===== src/rtl/oracle_evt_pkg.sv =====
// ----------------------------------------------------------------------------
// oracle_evt_pkg
//   Shared types for the oracle event scheduler.
//   evt_kind_e : pipeline stage that produced the event
//   evt_t      : packed event record {kind, id, pc, data}
//   EVT_W      : width of evt_t, used for flattened event buses
// ----------------------------------------------------------------------------
package oracle_evt_pkg;

    typedef enum logic [2:0] {
        DECODE    = 3'd0,
        RENAME    = 3'd1,
        ISSUE     = 3'd2,
        WRITEBACK = 3'd3,
        COMMIT    = 3'd4,
        SQUASH    = 3'd5
    } evt_kind_e;

    typedef struct packed {
        evt_kind_e   kind;
        logic [31:0] id;
        logic [63:0] pc;
        logic [63:0] data;
    } evt_t;

    localparam int unsigned EVT_W = $bits(evt_t);

endpackage


===== src/rtl/oracle_evt_fifo.sv =====
// ----------------------------------------------------------------------------
// oracle_evt_fifo
//   Per-port FIFO of DEPTH entries, each {timestamp, event}. Pointers carry
//   one extra wrap bit so full and empty are distinguishable without a count.
//   Ports:
//     clk_i, rst_ni          clock, asynchronous active-low reset
//     push_i, ts_i, evt_i    write request with its arrival timestamp
//     pop_i                  discard the head entry
//     full_o, empty_o        occupancy flags
//     head_ts_o, head_evt_o  oldest entry (valid when !empty_o)
// ----------------------------------------------------------------------------
module oracle_evt_fifo
    import oracle_evt_pkg::*;
#(
    parameter int unsigned DEPTH = 4,
    parameter int unsigned TS_W  = 16
) (
    input  logic             clk_i,
    input  logic             rst_ni,
    input  logic             push_i,
    input  logic             pop_i,
    input  logic [TS_W-1:0]  ts_i,
    input  logic [EVT_W-1:0] evt_i,
    output logic             full_o,
    output logic             empty_o,
    output logic [TS_W-1:0]  head_ts_o,
    output logic [EVT_W-1:0] head_evt_o
);

    localparam int unsigned AW = $clog2(DEPTH);
    localparam logic [AW:0] PTR_ONE = (AW+1)'(1);

    logic [TS_W-1:0]  ts_mem  [DEPTH];
    logic [EVT_W-1:0] evt_mem [DEPTH];
    logic [AW:0]      wr_ptr;
    logic [AW:0]      rd_ptr;
    logic             do_push;
    logic             do_pop;

    assign empty_o = (wr_ptr == rd_ptr);
    assign full_o  = (wr_ptr[AW] != rd_ptr[AW]) &&
                     (wr_ptr[AW-1:0] == rd_ptr[AW-1:0]);

    // Guarded locally as well so the FIFO is safe regardless of the caller.
    assign do_push = push_i & ~full_o;
    assign do_pop  = pop_i  & ~empty_o;

    assign head_ts_o  = ts_mem[rd_ptr[AW-1:0]];
    assign head_evt_o = evt_mem[rd_ptr[AW-1:0]];

    always_ff @(posedge clk_i or negedge rst_ni) begin
        if (!rst_ni) begin
            wr_ptr <= '0;
            rd_ptr <= '0;
        end else begin
            if (do_push) wr_ptr <= wr_ptr + PTR_ONE;
            if (do_pop)  rd_ptr <= rd_ptr + PTR_ONE;
        end
    end

    // Storage needs no reset: entries are only observed between the pointers.
    always_ff @(posedge clk_i) begin
        if (do_push) begin
            ts_mem[wr_ptr[AW-1:0]]  <= ts_i;
            evt_mem[wr_ptr[AW-1:0]] <= evt_i;
        end
    end

endmodule


===== src/rtl/oracle_evt_sched.sv =====
// ----------------------------------------------------------------------------
// oracle_evt_sched
//   Merges NPORT event streams into one, oldest-first by arrival timestamp.
//   Each port has its own FIFO; the head with the oldest timestamp (lowest
//   port index on a tie) is presented on the output.
//   Ports:
//     clk_i, rst_ni   clock, asynchronous active-low reset
//     in_valid_i      per-port event valid
//     in_ready_o      per-port accept (FIFO not full)
//     in_evt_i        per-port event records, port p at [p*EVT_W +: EVT_W]
//     out_valid_o     an event is pending
//     out_ready_i     consumer accepts out_evt_o
//     out_evt_o       selected event
//     out_port_o      source port of out_evt_o
//     evt_cnt_o       events delivered since reset (wraps)
//     age_err_o       sticky: a pending event got too old to order safely
// ----------------------------------------------------------------------------
module oracle_evt_sched
    import oracle_evt_pkg::*;
#(
    parameter int unsigned NPORT = 4,
    parameter int unsigned DEPTH = 4,
    parameter int unsigned TS_W  = 16,
    localparam int unsigned PORT_W = $clog2(NPORT)
) (
    input  logic                   clk_i,
    input  logic                   rst_ni,
    input  logic [NPORT-1:0]       in_valid_i,
    output logic [NPORT-1:0]       in_ready_o,
    input  logic [NPORT*EVT_W-1:0] in_evt_i,
    output logic                   out_valid_o,
    input  logic                   out_ready_i,
    output logic [EVT_W-1:0]       out_evt_o,
    output logic [PORT_W-1:0]      out_port_o,
    output logic [31:0]            evt_cnt_o,
    output logic                   age_err_o
);

    // Beyond this age the signed timestamp difference can no longer order
    // events correctly.
    localparam logic [TS_W-1:0] AGE_LIM = {1'b0, {(TS_W-1){1'b1}}};

    logic [TS_W-1:0]  ts_q;
    logic [NPORT-1:0] full;
    logic [NPORT-1:0] empty;
    logic [NPORT-1:0] push;
    logic [NPORT-1:0] pop;
    logic [TS_W-1:0]  head_ts  [NPORT];
    logic [EVT_W-1:0] head_evt [NPORT];

    logic              sel_found;
    logic [PORT_W-1:0] sel_idx;
    logic [TS_W-1:0]   sel_ts;
    logic [TS_W-1:0]   sel_age;
    logic              out_fire;

    // a strictly older than b, using modular distance so ts wrap is harmless
    function automatic logic ts_before(input logic [TS_W-1:0] a,
                                       input logic [TS_W-1:0] b);
        logic [TS_W-1:0] d;
        d = a - b;
        return d[TS_W-1];
    endfunction

    assign in_ready_o = ~full;
    assign push       = in_valid_i & ~full;

    for (genvar p = 0; p < NPORT; p++) begin : g_port
        oracle_evt_fifo #(
            .DEPTH (DEPTH),
            .TS_W  (TS_W)
        ) u_fifo (
            .clk_i      (clk_i),
            .rst_ni     (rst_ni),
            .push_i     (push[p]),
            .pop_i      (pop[p]),
            .ts_i       (ts_q),
            .evt_i      (in_evt_i[p*EVT_W +: EVT_W]),
            .full_o     (full[p]),
            .empty_o    (empty[p]),
            .head_ts_o  (head_ts[p]),
            .head_evt_o (head_evt[p])
        );

        assign pop[p] = out_fire && (sel_idx == PORT_W'(p));
    end

    // Scan in ascending port order and replace only on strictly older, which
    // makes ties resolve to the lowest index.
    always_comb begin
        sel_found = 1'b0;
        sel_idx   = '0;
        sel_ts    = '0;
        for (int unsigned p = 0; p < NPORT; p++) begin
            if (!empty[p] && (!sel_found || ts_before(head_ts[p], sel_ts))) begin
                sel_found = 1'b1;
                sel_idx   = p[PORT_W-1:0];
                sel_ts    = head_ts[p];
            end
        end
    end

    assign out_valid_o = sel_found;
    assign out_evt_o   = head_evt[sel_idx];
    assign out_port_o  = sel_idx;
    assign out_fire    = out_valid_o & out_ready_i;
    assign sel_age     = ts_q - sel_ts;

    always_ff @(posedge clk_i or negedge rst_ni) begin
        if (!rst_ni) begin
            ts_q      <= '0;
            evt_cnt_o <= '0;
            age_err_o <= 1'b0;
        end else begin
            ts_q <= ts_q + TS_W'(1);
            if (out_fire)
                evt_cnt_o <= evt_cnt_o + 32'd1;
            if (out_valid_o && (sel_age >= AGE_LIM))
                age_err_o <= 1'b1;
        end
    end

endmodule

===== config.mk =====
export PLATFORM = sky130hd
export DESIGN_NAME = oracle_evt_sched
export DESIGN_NICKNAME = d
export VERILOG_FILES = /design/src/rtl/oracle_evt_pkg.sv /design/src/rtl/oracle_evt_fifo.sv /design/src/rtl/oracle_evt_sched.sv
export SDC_FILE = /design/constraint.sdc
export NUM_CORES = 2
export LEC_CHECK = 0
export ABC_CLOCK_PERIOD_IN_PS = 28400
export BUFFER_PORTS_ARGS = -buffer_cell sky130_fd_sc_hd__buf_2
export CAP_MARGIN = 30
export CORE_MARGIN = 4
export CORE_UTILIZATION = 40
export CTS_BUF_LIST = sky130_fd_sc_hd__clkbuf_4 sky130_fd_sc_hd__clkbuf_8 sky130_fd_sc_hd__clkbuf_16
export DETAILED_ROUTE_END_ITERATION = 12
export PLACE_DENSITY_LB_ADDON = 0.1
export SLEW_MARGIN = 0
export SYNTH_ARGS = -nofsm -noshare
export SYNTH_HDL_FRONTEND = slang
export SYNTH_SLANG_ARGS = --single-unit
export TNS_END_PERCENT = 30

===== constraint.sdc =====
create_clock -name clk_i -period 28.4 [get_ports clk_i]
set_clock_uncertainty 0.05 [all_clocks]
set_input_delay 4.26 -clock clk_i [delete_from_list [all_inputs] [get_ports clk_i]]
set_output_delay 4.26 -clock clk_i [all_outputs]
set_load 0.01 [all_outputs]

==> flow_summary.yaml <==
floorplanning:
  die_w_um: 540.2
  initial_core_util_pct: 40.16
  die-height_um: 540.2
  placementRows: 195
  num_io_pins: 862
  die-area_sq_mm: 0.2918
  core_area_sq_mm: 0.2820
flow_run:
  cap_viol_max_count: 0
route:
  ant_nets: 0
  drt_iter0_markers: 5508
  dr.pass1.iters: 7
  vias_per_cell: 5.624
  wire_per_inst_um: 32.53
  drc: 0
  wl_um: 336300
  vias: 58157
global_route:
  overflow: 0
  grt_start_max_net_pins: 104
  grt_pass1_vias: 59206
  grt_pass1_wl_um: 471000
  grt_antenna_before_repair: 266
  grt_use_met3_pct: 5.412
  use_met2_pct: 37.37
  grtUsageMet1_pct: 29.82
  busiest_layer: "met2"
  grt_usage_pct: 22.72
clock_network:
  cts_hold_buf: 0
  cts_inserted_buffers: 325
  post_cts_buffers: 0
  ctsRootBufferMaster: "clkbuf_16"
  path_clk_slew_ps: 60
  cts_sinks: 2937
  worstSkewPairLatency_ps: 880
  cts_buffer_depth: 4
  cts_max_level: 5
  cts_tree: "yes"
  cts_resized: 0
yosys:
  syn_area_per_cell_sq_um: 21.70
  synth_edf_count: 2864
  syn_nets: 5960
  synth_largest_area_cell: "edfxtp_1"
  yosysTopAreaCellShare_pct: 75.92
  synth-seq-cells: 2937
  syn-instance-count: 5221
  ys_types: 67
  yosysWarnings: 0
  synth-seq-area-share_pct: 77.53
  async_reset_ff_share_pct: 2.486
  synth.area.top_cells: "edfxtp_1 (76%), mux4_2 (14%), dfrtp_1 (1.6%)"
  synth_area_sq_mm: 0.1133
  synth_flop_cell: "edfxtp_1"
cells_and_area:
  final_common_cell: "edfxtp_1"
  final_nets: 6984
  n_fill_cell: 23821
  syn_to_final_growth_pct: 17.48
  drive_gt1_share_pct: 34.70
  layout_common_cells: "edfxtp_1 (2864), buf_2 (860), mux4_2 (716), clkbuf_16 (330), nand2_1 (249)"
worst_setup_path:
  regToRegStartpoint: "g_port[0].u_fifo.rd_ptr[0]"
  cp_max_fo: 79
  crit_top_cell: "buf_4"
  cp-start-kind: "flip-flop"
  cp-end-kind: "output port"
  worstSetupPathType: "reg -> out"
  cp.required_ps: 24090
  cp_slowest_cell: "buf_4"
  r2r_cells: 54
  startpoint: "g_port[0].u_fifo.rd_ptr[0]"
  critPathMaxStageDelay_ps: 810
  arrival_ps: 15690
place:
  place_hpwl_um: 217000
  io_buffer_count: 861
  place_congestion: 0.8080
sta:
  period_share_pct: 70.43
  fin_crit_ps: 20000
  slew_viol_final: 0
  maxSlewHeadroom_pct: 13.50
  rsz0062_at_grt: "no"
  hold_viol_final: 0
  finalSetupTns_ps: 0
  setup_violations: 0
  fmax_ghz: 0.05000
  tightest_slew_ps: 1298
outcome:
  status: "complete, no violations"
worst_hold_path:
  hold_path_class: "reg -> reg"
  hold_depth: 1
  min_from: "evt_cnt_o[17]"
==> sequential cells by signal, summed over array words and instances (netlist names) <==
signal	cells
age_err_o	1
g_port.u_fifo.wr_ptr	12
g_port.u_fifo.rd_ptr	12
evt_cnt_o	32
g_port.u_fifo.ts_mem	256
ts_q	16
g_port.u_fifo.evt_mem	2608
==> Yosys cell counts, drive strengths merged, types with 5 or more instances <==
cell type and instances:
edfxtp 2864, mux4 716, nand2 249, clkbuf 226, a21oi 193, nand3 183, a221o 160, ha 79
dfrtp 73, o21ai 56, buf 55, nor2 54, inv 46, xnor2 44, xor2 43, and3 26
nand4 25, and2 21, a21o 10, nor3 10, nand2b 7, nor2b 7, or3 7, o211ai 5
o31ai 5
==> kinds of logic after synthesis <==
family / count (synthesis) / synth area share [%]
simple gates: 610 / 2.514
flops: 2937 / 77.53
xor+xnor: 87 / 0.6793
mux: 722 / 14.29
fa+ha+maj: 80 / 0.8903
compound gates: 458 / 2.897
buf+inv: 327 / 1.193
==> worst max-delay path: cells and delay by family, from the launching register on <==
kind / cells / cell delay (ps)
mux: 1 / 570
fa+ha+maj: 3 / 970
simple gates: 6 / 1600
flops: 1 / 620
xor+xnor: 1 / 210
buf+inv: 13 / 5090
compound gates: 21 / 5160
==> final timing paths <==
kind / end / slack (ps)
worst max-delay path: out_evt_o[7] / 8400
worst min-delay path: evt_cnt_o[17] / 430
worst max register to register: age_err_o / 12710
worst min register to register: evt_cnt_o[17] / 430
max in group asynchronous: g_port[0].u_fifo.rd_ptr[1] / 23850
min in group asynchronous: evt_cnt_o[23] / 3220
==> metal layers <==
layer	share of wire, %	routed length [um]
met2	49	165800
met4	3.5	11910
met5	0.21	716
met3	6.8	22760
met1	40	135100
==> area by class of cell <==
cell class	instances	area (sq um)	share of cell area [%]
Sequential cell	2937	87860	66.02
Clock inverter	157	1501	1.128
Tap cell	3743	4683	3.519
Multi-Input combinational cell	1957	24220	18.20
Inverter	46	172.7	0.1297
Timing Repair Buffer	978	5370	4.035
Clock buffer	424	9026	6.783
Antenna cell	98	245.2	0.1843
==> per-stage QoR <==
stage               cells  hold WS (ps)  setup slack, ps  cell area [sq um]  utilization, %
finish              10340         430.2             8399             133100           47.18
floorplan            5221         410.4            14660             113300               -
CTS                 10239         431.6             7583             132800           47.07
global route        10277         446.0             7312             132900           47.13
detailed placement   9658         422.3             8636             122200           43.34
global placement     9656         411.7             8636             122200           43.32
Power is left out: the tool's default activity adds up to more than one toggle a clock period on the data nets, which glitch-free logic cannot reach.
